--- src/rtl/seg7_scan_decoder_pkg.sv ---
// Shared 7-segment definitions: segment bit order, digit patterns, error code, filter states.
// Also consumed by the BCD-to-7-segment encoder, so the pattern constants live here once.
package seg7_scan_decoder_pkg;

    // Segment bit positions within a 7-bit pattern {a,b,c,d,e,f,g}
    localparam int SEG_BIT_A = 6;
    localparam int SEG_BIT_B = 5;
    localparam int SEG_BIT_C = 4;
    localparam int SEG_BIT_D = 3;
    localparam int SEG_BIT_E = 2;
    localparam int SEG_BIT_F = 1;
    localparam int SEG_BIT_G = 0;

    localparam logic [6:0] SEG_0  = 7'b1111110;
    localparam logic [6:0] SEG_1  = 7'b0110000;
    localparam logic [6:0] SEG_2  = 7'b1101101;
    localparam logic [6:0] SEG_3  = 7'b1111001;
    localparam logic [6:0] SEG_4  = 7'b0110011;
    localparam logic [6:0] SEG_5  = 7'b1011011;
    localparam logic [6:0] SEG_6  = 7'b1011111;
    localparam logic [6:0] SEG_7  = 7'b1110000;
    localparam logic [6:0] SEG_8  = 7'b1111111;
    localparam logic [6:0] SEG_9  = 7'b1111011;
    localparam logic [6:0] SEG_HA = 7'b1110111;
    localparam logic [6:0] SEG_HB = 7'b0011111;
    localparam logic [6:0] SEG_HC = 7'b1001110;
    localparam logic [6:0] SEG_HD = 7'b0111101;
    localparam logic [6:0] SEG_HE = 7'b1001111;
    localparam logic [6:0] SEG_HF = 7'b1000111;

    localparam logic [3:0] SEG_ERR_CODE = 4'hF;

    typedef enum logic {
        ST_SETTLE = 1'b0,
        ST_LOCKED = 1'b1
    } filt_state_t;

endpackage

--- src/rtl/seg7_pattern_decode.sv ---
// Combinational 7-segment pattern -> {err, code}; 0 cycles latency, no flow control.
// SEG7_HEX_DECODE_EN adds the A..F glyphs; otherwise only 0..9 are legal.
module seg7_pattern_decode
    import seg7_scan_decoder_pkg::*;
(
    input  logic [6:0] i_seg,
    output logic [3:0] o_code,
    output logic       o_err
);

    always_comb begin
        o_code = SEG_ERR_CODE;
        o_err  = 1'b1;
        case (i_seg)
            SEG_0:  begin o_code = 4'd0;  o_err = 1'b0; end
            SEG_1:  begin o_code = 4'd1;  o_err = 1'b0; end
            SEG_2:  begin o_code = 4'd2;  o_err = 1'b0; end
            SEG_3:  begin o_code = 4'd3;  o_err = 1'b0; end
            SEG_4:  begin o_code = 4'd4;  o_err = 1'b0; end
            SEG_5:  begin o_code = 4'd5;  o_err = 1'b0; end
            SEG_6:  begin o_code = 4'd6;  o_err = 1'b0; end
            SEG_7:  begin o_code = 4'd7;  o_err = 1'b0; end
            SEG_8:  begin o_code = 4'd8;  o_err = 1'b0; end
            SEG_9:  begin o_code = 4'd9;  o_err = 1'b0; end
`ifdef SEG7_HEX_DECODE_EN
            SEG_HA: begin o_code = 4'd10; o_err = 1'b0; end
            SEG_HB: begin o_code = 4'd11; o_err = 1'b0; end
            SEG_HC: begin o_code = 4'd12; o_err = 1'b0; end
            SEG_HD: begin o_code = 4'd13; o_err = 1'b0; end
            SEG_HE: begin o_code = 4'd14; o_err = 1'b0; end
            SEG_HF: begin o_code = 4'd15; o_err = 1'b0; end
`endif
            default: ;
        endcase
    end

endmodule

--- src/rtl/seg7_scan_decoder.sv ---
// Monitors a multiplexed 7-seg bus, debounces each pattern, rebuilds BCD frames for a valid/ready sink.
// Commit-to-o_out_valid latency 1 clk; unaccepted frames are overwritten and flag sticky o_overrun.
// Hex glyph acceptance is enabled by defining SEG7_HEX_DECODE_EN.
module seg7_scan_decoder
    import seg7_scan_decoder_pkg::*;
#(
    parameter int NUM_DIGITS    = 4,
    parameter int STABLE_CYCLES = 3
) (
    input  logic                    i_clk,
    input  logic                    i_rst,
    input  logic [6:0]              i_seg,
    input  logic [NUM_DIGITS-1:0]   i_dig_sel,
    output logic [4*NUM_DIGITS-1:0] o_bcd_out,
    output logic [NUM_DIGITS-1:0]   o_digit_err,
    output logic                    o_out_valid,
    input  logic                    i_out_ready,
    output logic                    o_overrun
);

    localparam int CNT_W = $clog2(STABLE_CYCLES + 1);
    localparam int SAMP_W = NUM_DIGITS + 7;

    logic [SAMP_W-1:0]       r_samp;
    logic [SAMP_W-1:0]       w_in;
    logic                    w_changed;
    filt_state_t             r_state;
    filt_state_t             w_state_nxt;
    logic [CNT_W-1:0]        r_cnt;
    logic                    w_commit;
    logic [NUM_DIGITS-1:0]   w_sel;
    logic [6:0]              w_seg;
    logic                    w_onehot;
    logic                    w_do_commit;
    logic [3:0]              w_code;
    logic                    w_err;
    logic [4*NUM_DIGITS-1:0] r_sh_bcd;
    logic [NUM_DIGITS-1:0]   r_sh_err;
    logic [NUM_DIGITS-1:0]   r_seen;
    logic                    w_frame;
    logic [4*NUM_DIGITS-1:0] r_bcd;
    logic [NUM_DIGITS-1:0]   r_derr;
    logic                    r_valid;
    logic                    r_overrun;

    assign w_in      = {i_dig_sel, i_seg};
    assign w_changed = (w_in != r_samp);

    // Sampled every edge, reset included, so the filter always compares against the live bus
    always_ff @(posedge i_clk) begin
        r_samp <= w_in;
    end

    always_ff @(posedge i_clk) begin
        if (i_rst) begin
            r_state <= ST_SETTLE;
            r_cnt   <= '0;
        end else begin
            r_state <= w_state_nxt;
            if (w_changed)
                r_cnt <= CNT_W'(1);
            else if (r_cnt != CNT_W'(STABLE_CYCLES))
                r_cnt <= r_cnt + CNT_W'(1);
        end
    end

    always_comb begin
        w_state_nxt = r_state;
        if (w_changed)
            w_state_nxt = ST_SETTLE;
        else if ((r_state == ST_SETTLE) && (r_cnt == CNT_W'(STABLE_CYCLES)))
            w_state_nxt = ST_LOCKED;
    end

    // A run that reached the stable count commits even if the bus moves on this same edge
    always_comb begin
        w_commit = (r_state == ST_SETTLE) && (r_cnt == CNT_W'(STABLE_CYCLES));
    end

    assign w_sel       = r_samp[SAMP_W-1:7];
    assign w_seg       = r_samp[6:0];
    assign w_onehot    = (w_sel != '0) && ((w_sel & (w_sel - NUM_DIGITS'(1))) == '0);
    assign w_do_commit = w_commit && w_onehot;

    seg7_pattern_decode u_decode (
        .i_seg  (w_seg),
        .o_code (w_code),
        .o_err  (w_err)
    );

    assign w_frame = &r_seen;

    always_ff @(posedge i_clk) begin
        if (i_rst) begin
            r_sh_bcd <= '0;
            r_sh_err <= '0;
            r_seen   <= '0;
        end else begin
            r_seen <= (w_frame ? '0 : r_seen) | (w_do_commit ? w_sel : '0);
            for (int i = 0; i < NUM_DIGITS; i++) begin
                if (w_do_commit && w_sel[i]) begin
                    r_sh_bcd[4*i +: 4] <= w_code;
                    r_sh_err[i]        <= w_err;
                end
            end
        end
    end

    always_ff @(posedge i_clk) begin
        if (i_rst) begin
            r_bcd     <= '0;
            r_derr    <= '0;
            r_valid   <= 1'b0;
            r_overrun <= 1'b0;
        end else if (w_frame) begin
            r_bcd   <= r_sh_bcd;
            r_derr  <= r_sh_err;
            r_valid <= 1'b1;
            if (r_valid && !i_out_ready)
                r_overrun <= 1'b1;
        end else if (r_valid && i_out_ready) begin
            r_valid <= 1'b0;
        end
    end

    assign o_bcd_out   = r_bcd;
    assign o_digit_err = r_derr;
    assign o_out_valid = r_valid;
    assign o_overrun   = r_overrun;

endmodule
--- config.mk ---
export PLATFORM = sky130hd
export DESIGN_NAME = seg7_scan_decoder
export DESIGN_NICKNAME = d
export VERILOG_FILES = /design/src/rtl/seg7_scan_decoder_pkg.sv /design/src/rtl/seg7_pattern_decode.sv /design/src/rtl/seg7_scan_decoder.sv
export SDC_FILE = /design/constraint.sdc
export NUM_CORES = 1
export LEC_CHECK = 0
export CORE_UTILIZATION = 55
export CTS_CLUSTER_SIZE = 10
export DETAILED_ROUTE_END_ITERATION = 12
export DONT_BUFFER_PORTS = 1
export PLACE_DENSITY = 0.73
export SYNTH_ARGS = -nofsm -noshare
export SYNTH_HDL_FRONTEND = slang
export SYNTH_SLANG_ARGS = --single-unit
--- constraint.sdc ---
create_clock -name i_clk -period 1.5 [get_ports i_clk]
set_input_delay 0.3 -clock i_clk [delete_from_list [all_inputs] [get_ports i_clk]]
set_output_delay 0.3 -clock i_clk [all_outputs]
set_load 0.02 [all_outputs]
# == After elaboration in Yosys (flattened, before gate mapping) ==
# Cells that the tools add are included.
# totals
in_bits,14
out_inout_bits,22
ff_bits,60
# op_classes
muxes,8
n_eq_ne,13
bitwise_logic,3
addsub,2
reduce_logical,18
# op_table
cell,count
$eq 7x7->1 const B,8
$pmux 4 s10,1
$eq 7x6->1 const B,2
$ne 11x11->1,1
$reduce_or 10->1,1
$logic_and 1x1->1,9
$mux 4,2
$mux 1,5
$reduce_and 5->1,1
$and 4x4->4,1
$logic_not 4->1,1
$or 4x4->4,1
$reduce_and 4->1,1
$reduce_bool 2->1,2
$reduce_bool 4->1,1
$sub 4x1->4 const B,1
$add 2x1->2 const B,1
$eq 2x2->1 const B,1
$ne 2x2->1 const B,1
$reduce_or 2->1,1
$logic_not 1->1,1
$not 1->1,1

# == Depth between registers and ports, before layout ==
# Gate-level depths: netlist of the first run.
# depth
depth_word,7
ltp_mapped,5
mapped_depth_nobuf,5

# == By module ==
# Synthesis of the first run repeated with hierarchy kept, for this count alone.
# unflattened
hier_cells,272
hier_area_um2,2364.8
# by_module_without_submodules
module,area_per_inst_um2,cells_per_inst,n_inst
seg7_scan_decoder,2173.3,242,1
seg7_pattern_decode,191.4,30,1

# == Worst setup path after synthesis of the first run ==
# OpenSTA, ideal clock, no wires.
# synth_path
path_kind,register to register
from,register r_cnt[0]
to,register r_sh_bcd[11]
stages_incl_launch_ff,5
setup_time_ns,0.101
path_slack_ns,0.060
required_time_ns,1.399
t_arrival_ns,1.339
period_less_slack_ns,1.440
cell_sequence,dfxtp_1 > ha_1 > nor3b_1 > nand3_1 > o41ai_1
# synth_between
elab_chain_cells,4
# synth_lines
element,line,rtl
"start, declared",seg7_scan_decoder.sv:29,logic [CNT_W-1:0] r_cnt;
"start signal, assigned",seg7_scan_decoder.sv:63,r_cnt <= r_cnt + CNT_W'(1);
$eq 2x2->1,seg7_scan_decoder.sv:77,w_commit = (r_state == ST_SETTLE) && (r_cnt == CNT_W'(STABLE_CYCLES));
$logic_and 1x1->1,seg7_scan_decoder.sv:77,
$logic_and 1x1->1,seg7_scan_decoder.sv:83,assign w_do_commit = w_commit && w_onehot;
$logic_and 1x1->1,seg7_scan_decoder.sv:101,if (w_do_commit && w_sel[i]) begin
"end signal, assigned by index",seg7_scan_decoder.sv:102,r_sh_bcd[4*i +: 4] <= w_code;
"end, declared",seg7_scan_decoder.sv:37,logic [4*NUM_DIGITS-1:0] r_sh_bcd;
# Every way passes these cells.
# A chain may end at the register's enable or synchronous reset.

# == Worst setup path in the final report of the first run ==
# layout_path
from,register r_cnt[1]
to,register r_sh_bcd[10]
# The elaborated chain is that of the path after synthesis.

==> results_tabular.tex, run 1 <==
\begin{tabular}{lr}
\hline
Metric & Value \\
\hline
\multicolumn{2}{l}{\textbf{Global routing}} \\
\quad First-pass GRT wire length & slightly above 8000 µm \\
\quad Vias in the first global route & $\sim$1800 \\
\quad Total global routing track utilization & roughly a quarter \\
\quad Initial antenna violation count & 0 \\
\quad Pin count of the biggest net entering global routing & 55 \\
\quad GR Overflow Total & 0 \\
\multicolumn{2}{l}{\textbf{Synth}} \\
\quad Register area share after synthesis & around half \\
\quad Most area-hungry cell type in the Yosys netlist & sky130\_fd\_sc\_hd\_\_dfxtp\_1 \\
\quad Share of async-settable or async-resettable flops after synthesis & 0\% \\
\quad Cell variety after synth & 40 \\
\quad EDFF count, synth & 0 \\
\quad Synthesized instance count & between 200 and 300 \\
\quad Post-synthesis net count & 273 \\
\quad Total number of yosys warnings & 0 \\
\quad Cell area after synthesis & $\sim$2300 µm² \\
\quad Synth Flop Type & sky130\_fd\_sc\_hd\_\_dfxtp\_1 \\
\quad Synthesis-stage register bit count & 60 \\
\quad Mapped Avg Cell Area & approximately 9 µm² \\
\quad Fraction of synthesized cell area taken by the top area cell type & slightly above 50\% \\
\quad Synth area leaders & sky130\_fd\_sc\_hd\_\_dfxtp\_1, sky130\_fd\_sc\_hd\_\_nand2\_1, sky130\_fd\_sc\_hd\_\_a21oi\_1, sky130\_fd\_sc\_hd\_\_xor2\_1, sky130\_fd\_sc\_hd\_\_nor2\_1 \\
\multicolumn{2}{l}{\textbf{Final layout}} \\
\quad Number of nets at the end of the flow & $\sim$300 \\
\quad Final antenna diode count & 0 \\
\quad Filler instances & 283 \\
\quad Area delta synth->final & 29.8\% \\
\quad Core occupancy in the finished layout & 75.0\% \\
\quad Layout cells sized above 1 & roughly 22\% \\
\multicolumn{2}{l}{\textbf{Worst setup path}} \\
\quad Endpoint type of the worst setup path & flip-flop \\
\quad R2r worst-path depth & 5 \\
\quad Buffer and inverter count on the worst path & 0 \\
\quad Reg-to-reg startpoint & r\_cnt[1]\$\_SDFFE\_PP0P\_ \\
\quad R2R Path End & r\_sh\_bcd[10]\$\_SDFFE\_PP0P\_ \\
\quad Slowest stage cell, crit path & sky130\_fd\_sc\_hd\_\_dfxtp\_2 \\
\quad Maximum cell stage delay along the critical path & 0.36 ns \\
\quad Gate family responsible for the most delay along the worst path & simple AND/OR/NAND/NOR gates \\
\quad CP startpoint kind & flip-flop \\
\quad Critical path, cell by cell & ha\_4, nor3b\_2, and3\_1, nor2\_1, a211oi\_1 \\
\quad Worst endpoint data arrival time & approximately 1.7 ns \\
\quad Data required time at the worst endpoint & between 1.5 and 2 ns \\
\quad Category of the most critical setup path & flip-flop to flip-flop \\
\quad Worst R2R Setup Slack & 0.03 ns \\
\quad Largest fanout on the critical path & 4 \\
\multicolumn{2}{l}{\textbf{STA}} \\
\quad Setup repair after global routing missed its margin & true \\
\quad Top achievable clock speed & between 600 and 700 MHz \\
\quad Setup tns final & 0 ns \\
\quad Worst clock skew on the final layout & around 0.009 ns \\
\quad Hold violation total from the final report & 0 \\
\quad Final critical-path required period & 1.47 ns \\
\quad Least setup slack across all paths after layout & approximately 0.033 ns \\
\quad Final setup violation count & 0 \\
\quad Relative slew slack & between 70\% and 80\% \\
\quad Number of max-slew violations in the final report & 0 \\
\quad Final clock period utilization by the worst path & 97.8\% \\
\quad Worst Max-Slew Pin Slew & 0.358 ns \\
\multicolumn{2}{l}{\textbf{Placement}} \\
\quad Last weighted congestion value of the routability-driven placer & roughly 0.76 \\
\quad Estimated wirelength of the detail-placed design & between 3000 and 4000 µm \\
\quad Number of buffers inserted by port buffering & 0 \\
\quad Post-placement setup slack & -0.0455 ns \\
\multicolumn{2}{l}{\textbf{Pwr}} \\
\quad Maximum vdd ir drop & roughly 770 µV \\
\quad Total leakage power & 0.00112 µW \\
\quad Power per standard cell area & approximately 1200 nW/µm² \\
\multicolumn{2}{l}{\textbf{Floorplanning}} \\
\quad FP Rows & 23 \\
\quad I/O pin total & 36 \\
\quad Core Region & slightly above 4000 µm² \\
\quad Area of the die & roughly 4500 µm² \\
\quad Die width & 67.1 µm \\
\quad Y dimension of the die & around 67 µm \\
\quad Initial core utilization & between 50\% and 60\% \\
\multicolumn{2}{l}{\textbf{Run status}} \\
\quad Status & finished, final reports clean \\
\multicolumn{2}{l}{\textbf{Drt}} \\
\quad Iter 0 DRT Violations & 110 \\
\quad Count of nets left with antenna violations after detail routing & 0 \\
\quad Router iterations before antenna repair & 4 \\
\quad Via count of the routed design & 1973 \\
\quad Wire length reported by the detailed router & $\sim$5400 µm \\
\quad Average wire length per cell after detail routing & 15.9 µm \\
\quad M1 wire length & 2370 µm \\
\quad Routed vias/inst & between 5 and 6 \\
\quad Amount of wire on met2 after detailed routing & $\sim$2600 µm \\
\quad Count of unresolved DRC violations after routing & 0 \\
\quad Top routing layer in use & met4 \\
\quad Met3 Wirelength & approximately 260 µm \\
\multicolumn{2}{l}{\textbf{Hold path}} \\
\quad Worst hold path endpoint & o\_bcd\_out[4]\$\_SDFFE\_PP0P\_ \\
\quad Class of the tightest hold or removal check & input port to flip-flop \\
\quad Depth of the worst hold-timing path & 1 \\
\quad Launch instance of the worst min-delay path & i\_rst \\
\multicolumn{2}{l}{\textbf{Clocking}} \\
\quad Worst-skew pair later-pin latency & 0.33 ns \\
\quad Master cell of the clock root buffer & sky130\_fd\_sc\_hd\_\_clkbuf\_8 \\
\quad Clock-pin slew on the worst setup and hold paths & roughly 0.070 ns \\
\quad Buffer levels on the longest clock path & 2 \\
\quad Total clock buffers created by CTS & 9 \\
\quad CTS tree & done \\
\quad Number of clock sinks seen by CTS & 60 \\
\quad Max H-tree Level & 3 \\
\multicolumn{2}{l}{\textbf{Run}} \\
\quad Number of violations of the max-capacitance limit & 0 \\
\hline
\end{tabular}
## state kept, by name, summed over array words and instances (netlist names)
name,flops
o_bcd_out,16
r_sh_bcd,16
r_samp,11
o_digit_err,4
r_seen,4
r_sh_err,4
r_cnt,2
o_out_valid,1
o_overrun,1
r_state,1
## synthesized netlist by cell type, types with 2 or more instances
| cell type | count |
|---|---|
| sky130_fd_sc_hd__nand4_1 | 3 |
| sky130_fd_sc_hd__clkbuf_1 | 12 |
| sky130_fd_sc_hd__nand2_1 | 45 |
| sky130_fd_sc_hd__nor3b_1 | 3 |
| sky130_fd_sc_hd__inv_1 | 4 |
| sky130_fd_sc_hd__a41oi_1 | 2 |
| sky130_fd_sc_hd__nand3b_1 | 8 |
| sky130_fd_sc_hd__buf_2 | 2 |
| sky130_fd_sc_hd__nor4_1 | 2 |
| sky130_fd_sc_hd__o21bai_1 | 4 |
| sky130_fd_sc_hd__and3_1 | 4 |
| sky130_fd_sc_hd__o41ai_1 | 4 |
| sky130_fd_sc_hd__a31oi_1 | 5 |
| sky130_fd_sc_hd__nand4b_1 | 2 |
| sky130_fd_sc_hd__mux2i_1 | 2 |
| sky130_fd_sc_hd__o21ai_0 | 7 |
| sky130_fd_sc_hd__a21oi_1 | 25 |
| sky130_fd_sc_hd__xor2_1 | 12 |
| sky130_fd_sc_hd__nor2_1 | 19 |
| sky130_fd_sc_hd__dfxtp_1 | 60 |
| sky130_fd_sc_hd__a211oi_1 | 8 |
| sky130_fd_sc_hd__nor3_1 | 5 |
| sky130_fd_sc_hd__nand3_1 | 3 |
## kinds of logic (layout without fill, tap and decap cells)
logic type	after synthesis	after routing	share of synthesized area, %
simple gates	102	102	21.9
buf+inv	19	52	3.49
flops	60	60	51.6
fa+ha+maj	1	1	0.537
xor+xnor	13	13	4.89
compound gates	60	60	16.3
mux	3	3	1.34
## final cells by class
class,instances,area [µm²],share of cell area [%]
Clock buffer,12,155,5.13
Multi-Input combinational cell,179,1200,39.7
Inverter,4,15.0,0.497
Timing Repair Buffer,32,280,9.27
Tap cell,50,62.6,2.07
Clock inverter,4,95.1,3.15
Sequential cell,60,1220,40.2
## worst reg2reg max path, delay by kind of cell, from the launching register on
family                     cells  cell delay [ns]
and+or+nand+nor                3             0.61
AOI/OAI and AO/OA              1             0.25
DFF                            1             0.36
adders and majority gates      1             0.15
## metrics by stage
stage	hold slack, ns	instances	area [µm²]	total power, µW
final	0.0283	341	3020	3590
after global routing	0.00635	341	3020	3710
after CTS	0.0158	340	2920	3600
after detailed placement	0.328	311	2470	1780
after global placement	0.328	311	2470	1770
after floorplan	0.328	258	2330	1760
## per-layer routing
layer / vias up / GRT usage, %
li1: 963 / -
met1: 933 / 31.1
met2: 61 / 37.8
met3: 16 / 7.19
met4: 0 / 16.5
met5: - / 0
## where the power goes
part	switching (µW)	total [µW]	internal [µW]	leakage (µW)
Sequential	37.7	1650	1610	0.000489
Clock	602	1790	1190	0.000127
Combinational	64.6	152	87.3	0.000509
## cells in the final DEF, fill, tap and decap left out, types with 3 or more instances in the layout
master	netlist	routed
sky130_fd_sc_hd__dfxtp_1	60	52
sky130_fd_sc_hd__nand2_1	45	45
sky130_fd_sc_hd__a21oi_1	25	25
sky130_fd_sc_hd__buf_4	0	20
sky130_fd_sc_hd__nor2_1	19	19
sky130_fd_sc_hd__xor2_1	12	12
sky130_fd_sc_hd__clkbuf_8	0	11
sky130_fd_sc_hd__dlygate4sd3_1	0	11
sky130_fd_sc_hd__nand3b_1	8	8
sky130_fd_sc_hd__a211oi_1	8	6
sky130_fd_sc_hd__dfxtp_2	0	6
sky130_fd_sc_hd__a31oi_1	5	5
sky130_fd_sc_hd__and3_1	4	4
sky130_fd_sc_hd__inv_1	4	4
sky130_fd_sc_hd__o21ai_0	7	4
sky130_fd_sc_hd__o21bai_1	4	4
sky130_fd_sc_hd__nor3_1	5	4
sky130_fd_sc_hd__o41ai_2	0	4
sky130_fd_sc_hd__nand4_1	3	3
sky130_fd_sc_hd__o21ai_1	1	3
sky130_fd_sc_hd__bufinv_16	0	3
## worst max path at each step
stage	startpoint	endpoint	slack, ns	cells after the start
2_1_floorplan	r_cnt[0]$_SDFFE_PP0P_	r_sh_bcd[11]$_SDFFE_PP0P_	0.06	4
3_3_place_gp	r_cnt[0]$_SDFFE_PP0P_	r_sh_bcd[15]$_SDFFE_PP0P_	0.004	4
3_5_place_dp	r_samp[2]$_DFF_P_	r_sh_err[0]$_SDFFE_PP0P_	-0.05	4
4_1_cts	r_cnt[0]$_SDFFE_PP0P_	r_sh_bcd[3]$_SDFFE_PP0P_	-0.02	4
5_1_grt	r_cnt[1]$_SDFFE_PP0P_	r_sh_bcd[10]$_SDFFE_PP0P_	-0.07	5
6_report	r_cnt[1]$_SDFFE_PP0P_	r_sh_bcd[10]$_SDFFE_PP0P_	0.03	5
## what timing repair did
action / 4_1_cts / 5_1_grt
hold buffers: 11 / 0
pin swaps: 3 / 4
setup endpoints to repair: 13 / 23
cloned: 0 / 0
endpoints found under the hold margin: 11 / 0
buffers inserted: 2 / 1
gates resized for setup: 14 / 24
No activity file was read; power rests on OpenSTA's default activity.
==> run 2, diff against run 1 <==
--- a/config.mk
+++ b/config.mk
@@ -10,6 +10,8 @@
 export DETAILED_ROUTE_END_ITERATION = 12
 export DONT_BUFFER_PORTS = 1
 export PLACE_DENSITY = 0.73
+export SETUP_SLACK_MARGIN = 0.15
 export SYNTH_ARGS = -nofsm -noshare
 export SYNTH_HDL_FRONTEND = slang
 export SYNTH_SLANG_ARGS = --single-unit
+export TNS_END_PERCENT = 1
==> results_tabular.tex, run 2 (same netlist as run 1, synthesis figures left out) <==
\begin{tabular}{lr}
\hline
Metric & Value \\
\hline
\multicolumn{2}{l}{\textbf{Worst setup path}} \\
\quad Worst endpoint data arrival time & 1.76 ns (+0.06 ns) \\
\quad Largest fanout on the critical path & 4 (unchanged) \\
\quad Data required time at the worst endpoint & 1.76 ns (+0.02 ns) \\
\quad R2R Path End & r\_sh\_bcd[6]\$\_SDFFE\_PP0P\_ \\
\quad Worst R2R Setup Slack & 0.003 ns (-0.03 ns) \\
\quad Reg-to-reg startpoint & r\_samp[2]\$\_DFF\_P\_ \\
\quad Endpoint type of the worst setup path & flip-flop \\
\quad Category of the most critical setup path & flip-flop to flip-flop \\
\quad CP startpoint kind & flip-flop \\
\quad R2r worst-path depth & 5 (unchanged) \\
\quad Crit. Startpoint & r\_samp[2]\$\_DFF\_P\_ \\
\quad Critical path endpoint & r\_sh\_bcd[6]\$\_SDFFE\_PP0P\_ \\
\multicolumn{2}{l}{\textbf{Drt}} \\
\quad Count of nets left with antenna violations after detail routing & 0 (unchanged) \\
\quad Via count of the routed design & 1940 (-1.7\%) \\
\quad Router iterations before antenna repair & 4 (unchanged) \\
\quad Count of unresolved DRC violations after routing & 0 (unchanged) \\
\quad Average wire length per cell after detail routing & 15.6 µm (-1.3\%) \\
\quad Routed vias/inst & 5.64 (-2.5\%) \\
\quad Iter 0 DRT Violations & 118 (+7.3\%) \\
\quad Wire length reported by the detailed router & 5380 µm (-0.43\%) \\
\multicolumn{2}{l}{\textbf{Pwr}} \\
\quad Power per standard cell area & 1170 nW/µm² (-1.3\%) \\
\quad Total leakage power & 0.00113 µW (+0.39\%) \\
\quad Maximum vdd ir drop & 1150 µV (+50\%) \\
\quad Total power & 3610 µW (+0.49\%) \\
\multicolumn{2}{l}{\textbf{STA}} \\
\quad Final setup violation count & 0 (unchanged) \\
\quad Worst Max-Slew Pin Slew & 0.388 ns (+0.0306 ns) \\
\quad Number of max-slew violations in the final report & 0 (unchanged) \\
\quad Top achievable clock speed & 668 MHz (-2.1\%) \\
\quad Worst clock skew on the final layout & 0.00855 ns (-0.000446 ns) \\
\quad Final critical-path required period & 1.50 ns (+0.0308 ns) \\
\quad Hold violation total from the final report & 0 (unchanged) \\
\quad Final clock period utilization by the worst path & 99.8\% (+2.1 points) \\
\quad Relative slew slack & 74.1\% (-1.9 points) \\
\quad Setup repair after global routing missed its margin & true \\
\quad Least setup slack across all paths after layout & 0.00259 ns (-0.0308 ns) \\
\quad Setup tns final & 0 ns (unchanged) \\
\multicolumn{2}{l}{\textbf{Global routing}} \\
\quad Initial antenna violation count & 0 (unchanged) \\
\quad First-pass GRT wire length & 8290 µm (+2.7\%) \\
\quad Vias in the first global route & 1754 (-0.57\%) \\
\quad GR Overflow Total & 0 (unchanged) \\
\quad Total global routing track utilization & 25.7\% (+0.49 points) \\
\quad Pin count of the biggest net entering global routing & 55 (unchanged) \\
\multicolumn{2}{l}{\textbf{Floorplanning}} \\
\quad Core Region & 4030 µm² (unchanged) \\
\quad FP Rows & 23 (unchanged) \\
\quad I/O pin total & 36 (unchanged) \\
\quad Die width & 67.1 µm (unchanged) \\
\quad Area of the die & 4500 µm² (unchanged) \\
\quad Initial core utilization & 57.8\% (unchanged) \\
\quad Y dimension of the die & 67.1 µm (unchanged) \\
\multicolumn{2}{l}{\textbf{Clocking}} \\
\quad Buffer levels on the longest clock path & 2 (unchanged) \\
\quad Number of clock sinks seen by CTS & 60 (unchanged) \\
\quad Max H-tree Level & 3 (unchanged) \\
\quad Clock-pin slew on the worst setup and hold paths & 0.07 ns (about the same) \\
\quad CTS tree & done \\
\quad Worst-skew pair later-pin latency & 0.34 ns (about the same) \\
\quad Master cell of the clock root buffer & sky130\_fd\_sc\_hd\_\_clkbuf\_8 \\
\quad Total clock buffers created by CTS & 9 (unchanged) \\
\multicolumn{2}{l}{\textbf{Placement}} \\
\quad Number of buffers inserted by port buffering & 0 (unchanged) \\
\quad Estimated wirelength of the detail-placed design & 3250 µm (+3.0\%) \\
\quad Cell area reported after detailed placement & 2550 µm² (+3.1\%) \\
\quad Last weighted congestion value of the routability-driven placer & 0.833 (+8.9\%) \\
\quad Post-placement cell count & 314 (+0.96\%) \\
\quad Post-placement setup slack & -0.119 ns (-0.0734 ns) \\
\multicolumn{2}{l}{\textbf{Final layout}} \\
\quad Number of nets at the end of the flow & 304 (+1.0\%) \\
\quad Total non-filler cell area in the finished layout & 3080 µm² (+1.8\%) \\
\quad Area occupied by registers & 1210 µm² (-0.21\%) \\
\quad Filler instances & 286 (+1.1\%) \\
\quad Final antenna diode count & 0 (unchanged) \\
\quad Most frequent cells in the layout & sky130\_fd\_sc\_hd\_\_dfxtp\_1, sky130\_fd\_sc\_hd\_\_nand2\_1, sky130\_fd\_sc\_hd\_\_a21oi\_1 \\
\quad Final cell count without fillers & 344 (+0.88\%) \\
\quad Most common library cell in the layout ignoring fill and taps & sky130\_fd\_sc\_hd\_\_dfxtp\_1 \\
\quad Area delta synth->final & 32.1\% \\
\quad Multi-input combinational cell area & 1240 µm² (+3.2\%) \\
\quad Layout cells sized above 1 & 25.9\% (+3.5 points) \\
\multicolumn{2}{l}{\textbf{Run status}} \\
\quad Status & finished, final reports clean \\
\multicolumn{2}{l}{\textbf{Run}} \\
\quad Number of violations of the max-capacitance limit & 0 (unchanged) \\
\multicolumn{2}{l}{\textbf{Hold path}} \\
\quad Class of the tightest hold or removal check & input port to flip-flop \\
\hline
\end{tabular}
## run 2: changes by cell type in the layout (fill, tap and decap cells not counted), moves of 2 or more
| cell | before | now |
|---|---|---|
| sky130_fd_sc_hd__a211oi_2 | 2 | 8 |
| sky130_fd_sc_hd__o41ai_1 | 0 | 2 |
| sky130_fd_sc_hd__buf_4 | 20 | 22 |
| sky130_fd_sc_hd__buf_6 | 0 | 2 |
| sky130_fd_sc_hd__a211oi_1 | 6 | 0 |
| sky130_fd_sc_hd__o41ai_2 | 4 | 2 |
## run 2: final cells by class
type / count / share of cell area [%]
clock buffer: 12 / 5.04
clock inverter: 4 / 3.09
inverter: 4 / 0.488
multi-input combinational: 179 / 40.2
sequential: 60 / 39.4
tap: 50 / 2.03
timing repair buffer: 35 / 9.68
## run 2: report_power, final
part | switching [µW] | internal [µW]
Clock | 611 | 1190
Sequential | 35.5 | 1610
Combinational | 69.8 | 91.8
Total | 716 | 2900
## run 2: worst min path at each step
| stage | startpoint | end | slack (ns) | cells past startpoint |
|---|---|---|---|---|
| 2_1_floorplan | i_seg[0] | r_samp[0]$_DFF_P_ | 0.33 | 0 |
| 5_1_grt | i_rst | r_sh_bcd[2]$_SDFFE_PP0P_ | 0.02 | 1 |
| 3_3_place_gp | i_seg[0] | r_samp[0]$_DFF_P_ | 0.33 | 0 |
| 6_report | i_rst | r_sh_bcd[2]$_SDFFE_PP0P_ | 0.03 | 1 |
| 4_1_cts | i_rst | r_sh_err[1]$_SDFFE_PP0P_ | 0.02 | 1 |
| 3_5_place_dp | i_seg[0] | r_samp[0]$_DFF_P_ | 0.33 | 0 |
## run 2: repair_timing
| action | in CTS | in global routing |
|---|---|---|
| pin swaps | 9 | 9 |
| hold endpoints to repair | 11 | 0 |
| hold buffers | 11 | 0 |
| setup endpoints to repair | 25 | 27 |
| resized for setup | 10 | 25 |
| setup buffers | 3 | 0 |
## run 2: critical path, cell delays in order, from the launching register on
cell	delay (ns)
sky130_fd_sc_hd__dfxtp_4	0.37
sky130_fd_sc_hd__mux2_4	0.31
sky130_fd_sc_hd__a32oi_4	0.30
sky130_fd_sc_hd__a21boi_2	0.11
sky130_fd_sc_hd__buf_6	0.15
sky130_fd_sc_hd__a211oi_2	0.18
## run 2: metal layers
layer  vias to the layer above  GRT usage (%)  wire length [µm]
met3                        10           5.65               240
li1                        973              -                 -
met2                        48           38.9              2630
met1                       909           33.7              2430
met5                         -              0                 0
met4                         0           13.6                89
## run 2: metrics by stage
stage                     util, %  hold slack, ns
after floorplan                 -           0.328
after global placement       63.3           0.328
after detailed placement     63.3           0.328
after CTS                    73.8          0.0168
after global routing         76.4          0.0163
final                        76.4          0.0266
==> run 3, diff against run 2 <==
==> constraint.sdc (replaced) <==
create_clock -name i_clk -period 1.3 [get_ports i_clk]
set_input_delay 0.26 -clock i_clk [delete_from_list [all_inputs] [get_ports i_clk]]
set_output_delay 0.26 -clock i_clk [all_outputs]
set_load 0.02 [all_outputs]
==> results_tabular.tex, run 3 (same netlist as run 1, synthesis figures left out) <==
\begin{tabular}{lr}
\hline
Metric & Value \\
\hline
\multicolumn{2}{l}{\textbf{Run status}} \\
\quad Status & complete, but fails checks \\
\quad Violations in the final reports & hold timing, setup timing \\
\multicolumn{2}{l}{\textbf{Worst setup path}} \\
\quad Endpoint type of the worst setup path & flip-flop \\
\quad Maximum cell stage delay along the critical path & 0.35 ns (-0.02 ns) \\
\quad Data required time at the worst endpoint & 1.51 ns (-0.25 ns) \\
\quad Slowest stage cell, crit path & sky130\_fd\_sc\_hd\_\_dfxtp\_2 \\
\quad Buffer and inverter count on the worst path & 2 (+1) \\
\quad Crit. Startpoint & r\_samp[1]\$\_DFF\_P\_ \\
\quad Category of the most critical setup path & flip-flop to flip-flop \\
\quad R2R Path End & r\_sh\_bcd[10]\$\_SDFFE\_PP0P\_ \\
\quad Critical path, cell by cell & buf\_4, nor3\_2, nand4\_1, a21boi\_2, buf\_4, a211oi\_1 \\
\quad Gate family responsible for the most delay along the worst path & simple AND/OR/NAND/NOR gates \\
\quad Levels on crit path & 6 (+1) \\
\quad R2r worst-path depth & 6 (+1) \\
\quad Critical path endpoint & r\_sh\_bcd[10]\$\_SDFFE\_PP0P\_ \\
\quad Largest fanout on the critical path & 7 (+3) \\
\quad Cell type with the highest occurrence count on the critical path & sky130\_fd\_sc\_hd\_\_buf\_4 \\
\quad Reg-to-reg startpoint & r\_samp[1]\$\_DFF\_P\_ \\
\quad Worst R2R Setup Slack & -0.19 ns (-0.19 ns) \\
\quad CP startpoint kind & flip-flop \\
\quad Worst endpoint data arrival time & 1.70 ns (-0.06 ns) \\
\multicolumn{2}{l}{\textbf{STA}} \\
\quad Least setup slack across all paths after layout & -0.192 ns (-0.194 ns) \\
\quad Worst Max-Slew Pin Slew & 0.434 ns (+0.0457 ns) \\
\quad Relative slew slack & 70.9\% (-3.2 points) \\
\quad Top achievable clock speed & 670 MHz (+0.38\%) \\
\quad Post-Route Hold Slack & -0.00190 ns (-0.0285 ns) \\
\quad Final setup violation count & 25 (+25) \\
\quad Hold violation total from the final report & 2 (+2) \\
\quad Number of max-slew violations in the final report & 0 (unchanged) \\
\quad Setup repair after global routing missed its margin & true \\
\quad Final critical-path required period & 1.49 ns (-0.00571 ns) \\
\quad Worst clock skew on the final layout & 0.00681 ns (-0.00173 ns) \\
\quad Final clock period utilization by the worst path & 115\% (+15 points) \\
\multicolumn{2}{l}{\textbf{Drt}} \\
\quad Count of unresolved DRC violations after routing & 0 (unchanged) \\
\quad Router iterations before antenna repair & 4 (unchanged) \\
\quad Wire length reported by the detailed router & 5580 µm (+3.6\%) \\
\quad Iter 0 DRT Violations & 87 (-26\%) \\
\quad Routed vias/inst & 5.60 (-0.73\%) \\
\quad Via count of the routed design & 1993 (+2.7\%) \\
\quad Count of nets left with antenna violations after detail routing & 0 (unchanged) \\
\quad Average wire length per cell after detail routing & 15.7 µm (about the same) \\
\multicolumn{2}{l}{\textbf{Floorplanning}} \\
\quad Core Region & 4030 µm² (unchanged) \\
\quad Y dimension of the die & 67.1 µm (unchanged) \\
\quad Die width & 67.1 µm (unchanged) \\
\quad I/O pin total & 36 (unchanged) \\
\quad Initial core utilization & 57.8\% (unchanged) \\
\quad FP Rows & 23 (unchanged) \\
\quad Area of the die & 4500 µm² (unchanged) \\
\multicolumn{2}{l}{\textbf{Clocking}} \\
\quad Buffer levels on the longest clock path & 2 (unchanged) \\
\quad CTS tree & done \\
\quad Post-CTS Hold Fix Bufs & 11 (unchanged) \\
\quad Worst-skew pair later-pin latency & 0.33 ns (about the same) \\
\quad Master cell of the clock root buffer & sky130\_fd\_sc\_hd\_\_clkbuf\_8 \\
\quad Max H-tree Level & 3 (unchanged) \\
\quad Total clock buffers created by CTS & 9 (unchanged) \\
\quad Clock-pin slew on the worst setup and hold paths & 0.07 ns (about the same) \\
\quad Number of clock sinks seen by CTS & 60 (unchanged) \\
\multicolumn{2}{l}{\textbf{Global routing}} \\
\quad First-pass GRT wire length & 8530 µm (+2.9\%) \\
\quad Vias in the first global route & 1819 (+3.7\%) \\
\quad Total global routing track utilization & 26.7\% (+1.0 points) \\
\quad Initial antenna violation count & 0 (unchanged) \\
\quad Pin count of the biggest net entering global routing & 55 (unchanged) \\
\quad GR Overflow Total & 0 (unchanged) \\
\multicolumn{2}{l}{\textbf{Final layout}} \\
\quad Most common library cell in the layout ignoring fill and taps & sky130\_fd\_sc\_hd\_\_dfxtp\_1 \\
\quad Final antenna diode count & 0 (unchanged) \\
\quad Multi-input combinational cell area & 1260 µm² (+2.1\%) \\
\quad Filler instances & 275 (-3.8\%) \\
\quad Final cell count without fillers & 356 (+3.5\%) \\
\quad Number of nets at the end of the flow & 316 (+3.9\%) \\
\quad Most frequent cells in the layout & sky130\_fd\_sc\_hd\_\_dfxtp\_1, sky130\_fd\_sc\_hd\_\_nand2\_1, sky130\_fd\_sc\_hd\_\_buf\_4 \\
\quad Area occupied by registers & 1220 µm² (+0.21\%) \\
\quad Total non-filler cell area in the finished layout & 3130 µm² (+1.6\%) \\
\quad Layout cells sized above 1 & 31.4\% (+5.5 points) \\
\quad Area delta synth->final & 34.2\% \\
\multicolumn{2}{l}{\textbf{Placement}} \\
\quad Estimated wirelength of the detail-placed design & 3310 µm (+1.8\%) \\
\quad Cell area reported after detailed placement & 2630 µm² (+3.2\%) \\
\quad Post-placement cell count & 325 (+3.5\%) \\
\quad Last weighted congestion value of the routability-driven placer & 0.802 (-3.7\%) \\
\quad Number of buffers inserted by port buffering & 0 (unchanged) \\
\multicolumn{2}{l}{\textbf{Pwr}} \\
\quad Power per standard cell area & 1180 nW/µm² (+0.76\%) \\
\quad Total leakage power & 0.00116 µW (+2.4\%) \\
\quad Maximum vdd ir drop & 1020 µV (-11\%) \\
\multicolumn{2}{l}{\textbf{Hold path}} \\
\quad Class of the tightest hold or removal check & input port to flip-flop \\
\multicolumn{2}{l}{\textbf{Run}} \\
\quad Number of violations of the max-capacitance limit & 0 (unchanged) \\
\hline
\end{tabular}
## run 3: how the worst min path moves through the flow
stage	slack, ns	depth (start not counted)	to	from
floorplan	0.29	0	r_samp[0]$_DFF_P_	i_seg[0]
global placement	0.29	0	r_samp[6]$_DFF_P_	i_seg[6]
detailed placement	0.29	0	r_samp[6]$_DFF_P_	i_seg[6]
CTS	-0.02	1	r_sh_bcd[2]$_SDFFE_PP0P_	i_rst
global route	-0.02	1	r_sh_bcd[2]$_SDFFE_PP0P_	i_rst
finish	-0.002	1	r_sh_err[1]$_SDFFE_PP0P_	i_rst
## run 3: cell type report
type / instances / area share (%)
timing repair buffer: 47 / 12.3
inverter: 4 / 0.480
multi-input combinational: 179 / 40.4
clock buffer: 11 / 4.20
sequential: 60 / 38.9
clock inverter: 5 / 1.68
tap: 50 / 2.00
## run 3: report_power, final
group,total (µW),switching (µW),internal (µW)
combinational,228,103,125
sequential,1890,34.3,1860
clock,1580,700,876
total,3700,837,2860
## run 3: layer usage
layer,GRT usage [%],vias to the layer above,routed length (µm)
li1,-,1001,-
met1,33.6,926,2380
met2,41.8,58,2830
met4,13.3,0,95
met3,6.85,8,270
met5,0,-,0
## run 3: repair_timing
action | CTS | global route
setup endpoints to repair | 27 | 29
hold endpoints to repair | 48 | 37
buffers inserted | 3 | 1
gates resized for setup | 34 | 11
pin swaps | 19 | 7
## run 3: per-stage QoR
stage          TNS [ns]  worst slack [ns]  power, µW  utilization (%)
5_1_grt           -4.34            -0.238       3850             77.6
6_report          -3.01            -0.192       3700             77.6
4_1_cts           -2.03            -0.140       3700             76.1
2_1_floorplan     -1.32            -0.122       2050                -
3_3_place_gp      -3.28            -0.184       2090             65.4
3_5_place_dp      -3.84            -0.225       2090             65.4
